--- src/rtl/smvm_pkg.sv ---
// smvm_pkg: shared FSM state type and default widths for the row accumulator
package smvm_pkg;
  typedef enum logic [1:0] {IDLE, ACCUM, EMIT} acc_state_e;
  localparam int SMVM_DATA_W = 32;
  localparam int SMVM_ACC_W = 40;
endpackage

--- src/rtl/counter_down.sv ---
// counter_down: loadable down-counter tracking products still owed to the current row
module counter_down (
  input  logic        clk,
  input  logic        rst_l,
  input  logic        clear,
  input  logic        set,
  input  logic [31:0] set_val,
  input  logic        en,
  output logic [31:0] cnt
);
  // clear beats load, load beats decrement
  always_ff @(posedge clk or negedge rst_l)
    if (!rst_l) cnt <= '0;
    else if (clear) cnt <= '0;
    else if (set) cnt <= set_val;
    else if (en) cnt <= cnt - 32'd1;
endmodule

--- src/rtl/row_accumulator.sv ---
// row_accumulator: sums a length-prefixed row of signed products; ROW_ACCUMULATOR_SATURATE_EN selects clamping
module row_accumulator
  import smvm_pkg::*;
#(
  parameter int DATA_W = SMVM_DATA_W,
  parameter int ACC_W  = SMVM_ACC_W
) (
  input  logic                     clk,
  input  logic                     rst_l,
  input  logic                     clear,
  input  logic                     len_valid,
  output logic                     len_ready,
  input  logic [31:0]              len,
  input  logic                     prod_valid,
  output logic                     prod_ready,
  input  logic signed [DATA_W-1:0] prod,
  output logic                     sum_valid,
  input  logic                     sum_ready,
  output logic signed [ACC_W-1:0]  sum,
  output logic [31:0]              row_cnt,
  output logic                     busy,
  output logic                     ovf
);
  acc_state_e state, state_nx;
  logic signed [ACC_W-1:0] acc, prod_x, acc_add, acc_nx;
  logic [31:0] remaining;
  logic len_hs, prod_hs, sum_hs;
  assign len_hs  = len_valid & len_ready;
  assign prod_hs = prod_valid & prod_ready;
  assign sum_hs  = sum_valid & sum_ready;
  assign prod_x  = prod;
  assign acc_add = acc + prod_x;
  assign sum     = acc;
  assign busy    = state != IDLE;
  counter_down u_rem (
    .clk     (clk),
    .rst_l   (rst_l),
    .clear   (clear),
    .set     (len_hs),
    .set_val (len),
    .en      (prod_hs),
    .cnt     (remaining)
  );
`ifdef ROW_ACCUMULATOR_SATURATE_EN
  logic add_ovf;
  assign add_ovf = (acc[ACC_W-1] == prod_x[ACC_W-1]) && (acc_add[ACC_W-1] != acc[ACC_W-1]);
  assign acc_nx  = add_ovf ? (acc[ACC_W-1] ? {1'b1, {(ACC_W-1){1'b0}}} : {1'b0, {(ACC_W-1){1'b1}}}) : acc_add;
  // overflow flag sticks until reset or clear
  always_ff @(posedge clk or negedge rst_l)
    if (!rst_l) ovf <= 1'b0;
    else if (clear) ovf <= 1'b0;
    else if (prod_hs && add_ovf) ovf <= 1'b1;
`else
  assign acc_nx = acc_add;
  assign ovf    = 1'b0;
`endif
  // state register
  always_ff @(posedge clk or negedge rst_l)
    if (!rst_l) state <= IDLE;
    else state <= state_nx;
  // next state; handshake readies/valid decoded from registered state only
  always_comb begin
    state_nx   = state;
    len_ready  = 1'b0;
    prod_ready = 1'b0;
    sum_valid  = 1'b0;
    case (state)
      IDLE: begin
        len_ready = 1'b1;
        if (len_valid) state_nx = (len == '0) ? EMIT : ACCUM;
      end
      ACCUM: begin
        prod_ready = 1'b1;
        if (prod_valid && remaining == 32'd1) state_nx = EMIT;
      end
      EMIT: begin
        sum_valid = 1'b1;
        if (sum_ready) state_nx = IDLE;
      end
      default: state_nx = IDLE;
    endcase
    if (clear) state_nx = IDLE;
  end
  // accumulator: zeroed on a new row, updated per accepted product
  always_ff @(posedge clk or negedge rst_l)
    if (!rst_l) acc <= '0;
    else if (clear || len_hs) acc <= '0;
    else if (prod_hs) acc <= acc_nx;
  // completed-row counter, wraps naturally
  always_ff @(posedge clk or negedge rst_l)
    if (!rst_l) row_cnt <= '0;
    else if (clear) row_cnt <= '0;
    else if (sum_hs) row_cnt <= row_cnt + 32'd1;
endmodule
--- config.mk ---
export PLATFORM = sky130hd
export DESIGN_NAME = row_accumulator
export DESIGN_NICKNAME = d
export VERILOG_FILES = /design/src/rtl/smvm_pkg.sv /design/src/rtl/counter_down.sv /design/src/rtl/row_accumulator.sv
export SDC_FILE = /design/constraint.sdc
export NUM_CORES = 1
export LEC_CHECK = 0
export ABC_AREA = 1
export CAP_MARGIN = 20
export CORE_MARGIN = 2
export CORE_UTILIZATION = 55
export DETAILED_ROUTE_END_ITERATION = 8
export GPL_ROUTABILITY_DRIVEN = 0
export PLACE_DENSITY_LB_ADDON = 0.2
export SLEW_MARGIN = 5
export SYNTH_ARGS = -nofsm -noshare
export SYNTH_HDL_FRONTEND = slang
export SYNTH_SLANG_ARGS = --single-unit
--- constraint.sdc ---
create_clock -name clk -period 2.2 [get_ports clk]
set_clock_uncertainty 0.05 [all_clocks]
set_input_delay 0.44 -clock clk [delete_from_list [all_inputs] [get_ports clk]]
set_output_delay 0.44 -clock clk [all_outputs]
set_load 0.05 [all_outputs]
==> impl_metrics.toml <==
[finish]
design_area_sq_um = 12200
finalNetCount = 1816
multi_input_area_sq_um = 5780
ff_latch_area_sq_um = 2660
drive_above_1_share_pct = 14.2
area_growth_pct = 35.1
num-fill-cells = 1238
diodes = 0

[yosys]
synthFlopType = "dfrtp_1"
async_flop_share_pct = 100
syn_area_per_cell_sq_um = 6.18
synth_top_cell_area_share_pct = 29.5
synth_edf_count = 0
yosys_warnings = 0
yosysMostFrequentCell = "nand2_1"
synth.distinct_cells = 45
synth_common_cells = "473 x nand2_1, 198 x inv_1, 198 x nor2_1, 106 x dfrtp_1, 105 x nand3_1"
syn_inst = 1457
synth_seq_cells = 106
synthesis.area_sq_um = 9000
synth_top_area_cell = "dfrtp_1"
synth_area_leaders = "dfrtp_1 29%, nand2_1 20%, inv_1 8.3%"
synth_nets = 1570
seq_area_frac_synth_pct = 29.5

[floorplanning]
core_sq_um = 15900
rows = 46
start_util_pct = 56.5
die_y_um = 132
io_pins = 147
die_width_um = 132
dieArea_sq_um = 17400

[global_route]
grt_pass1_vias = 9990
grt_max_degree = 45
antenna_found_initial = 0
grt_overflow_total = 0
grt_most_used_layer = "met2"
grtUsageMet1_pct = 42.0
grt.met3_usage_pct = 3.38
grt_first_pass_wirelength_mm = 46.6
gr-usage-met2_pct = 54.9
track_usage_pct = 32.3

[power]
combPwrFrac_pct = 53.4
pwr-share-seq_pct = 28.2
clockPowerShare_pct = 18.4
power.leakage_nw = 6.22
p_sw_share_pct = 46.9
peakVddDrop_mv = 0.763
p_per_area_nw_per_um2 = 795
totalPowerFinal_mw = 9.67
internal_power_mw = 5.13
p_sw_mw = 4.54

[placed_design]
port_buffers = 145
placed_area_sq_um = 11500
dp_hpwl_mm = 21.5

[routing]
wl_per_cell_um = 15.2
via_count = 10600
final_antenna_net_count = 0
drt_pass1_iterations = 8
wirelength_mm = 29.3
drt_iter0_drc = 994
via_per_inst = 5.52
drc = 0

[critical_path]
crit_arrival_ns = 1.71
crit_chain = "clkdlybuf4s50_1"
reg2reg_from = "sum[0]"
r2r_end = "sum[22]"
crit_path_max_fanout = 3
cp_data_required_time_ns = 1.71
cp_top_family = "buffers and inverters"
critPathMaxStageDelay_ns = 0.89
worst-setup-path-type = "register to output pin"
reg2reg_slack_ns = 0.08
cp_num_buf_inv = 1
cpMaxStageDelayCell = "clkdlybuf4s50_1"
startpoint_type = "register"
endpoint_kind = "output pin"
rr_worst_depth = 12

[clock_network]
clk_latency_ns = 0.37
numCtsBuffers = 9
h-tree-depth = 3
cts_buffer_depth = 2
clk_pin_slew_worst_paths_ns = 0.08
cts-root-buf = "clkbuf_16"
cts_tree = "built"
clock-sinks = 106

[sta]
period_needed_ns = 2.20
max_slew_margin_pct = 61.9
layout_setup_ws_ns = -0.00253
worst_pin_slew_ns = 0.569
setup_viol = 1
hold_viol = 0
holdWs_ns = 0.469
rsz0062_at_grt = "true"
drv_slew = 0
fmax_ghz = 0.454
fin_crit_sh_pct = 100

[worst_hold_path]
hold_path.class = "input pin to asynchronous set/reset pin"

[outcome]
violations = "negative setup slack"
status = "finished, violations left"

[job]
maxCapViolCount = 0
==> final cells by class <==
class | count | share of cell area [%]
clock buffers | 11 | 2.00
clock inverters | 5 | 0.494
inverters | 205 | 6.33
multi-input cells | 1121 | 47.5
flip-flops and latches | 106 | 21.8
well taps | 216 | 2.22
repair buffers | 260 | 19.6
==> logic make-up (layout without fill, tap and decap cells) <==
logic type / count (synthesis) / in the layout / synth area share, %
simple gates: 861 / 861 / 40.4
buf+inv: 230 / 481 / 10.1
compound gates: 190 / 190 / 11.4
flops: 106 / 106 / 29.5
fa+ha+maj: 43 / 43 / 6.06
xor+xnor: 24 / 24 / 2.34
mux: 2 / 2 / 0.222
other cells: 1 / 1 / 0.0417
==> layer usage <==
metal / part of all wire (%) / wire, um
met4: 3.6 / 1060
met1: 40 / 11800
met5: 0 / 0
met3: 7.5 / 2200
met2: 48 / 14200
==> how the worst max path moves through the flow <==
stage / from / to / slack, ns / depth (start not counted)
CTS: row_cnt[3] / row_cnt[3] / 0.001 / 1
global placement: prod[0] / sum[32] / -0.37 / 11
detailed placement: prod[0] / sum[24] / -0.42 / 11
global route: prod[18] / sum[32] / -0.11 / 15
floorplan: sum[0] / sum[24] / 0.02 / 10
finish: sum[14] / sum[14] / -0.003 / 1
==> sequential cells by signal, indices dropped and copies added, names as in the netlist <==
register / count
state: 2
row_cnt: 32
u_rem.cnt: 32
sum: 40
==> placed cells by master (no fill, tap or decap), drive strengths merged, types with 5 or more instances in the layout <==
cell,instances
xnor2,6
nor2,214
inv,207
clkbuf,11
nor3,24
o21ai,100
o22ai,6
nand3,108
dlymetal6s2s,8
xor2,18
ha,42
o31ai,7
buf,119
nand3b,8
nand2,482
a21oi,61
nand4,16
dfrtp,106
clkdlybuf4s50,128
o211ai,5
==> timing repair <==
item / CTS / global route
setup endpoints to repair: 13 / 41
pin swaps: 0 / 11
setup buffers: 0 / 3
gates resized for setup: 6 / 75
hold buffers: 1 / 0
hold endpoints to repair: 23 / 0
==> power groups by stage <==
stage | registers [mW] | clock network (mW) | logic (mW)
detailed placement | 2.73 | 0 | 4.86
CTS | 2.70 | 1.78 | 4.90
floorplan | 2.97 | 0 | 2.94
global route | 2.78 | 1.85 | 5.69
finish | 2.73 | 1.78 | 5.16
global placement | 2.72 | 0 | 4.72
==> through the flow <==
| step | std cells | setup TNS (ns) | setup slack, ns | util, % |
|---|---|---|---|---|
| final | 1924 | -0.00253 | -0.00253 | 76.3 |
| after global routing | 1924 | -0.600 | -0.108 | 76.3 |
| after CTS | 1921 | 0 | 0.00137 | 74.0 |
| after detailed placement | 1904 | -10.78 | -0.425 | 71.9 |
| after global placement | 1904 | -9.32 | -0.371 | 71.9 |
| after floorplan | 1457 | 0 | 0.0219 | - |
Power figures use the tool's default switching activity.
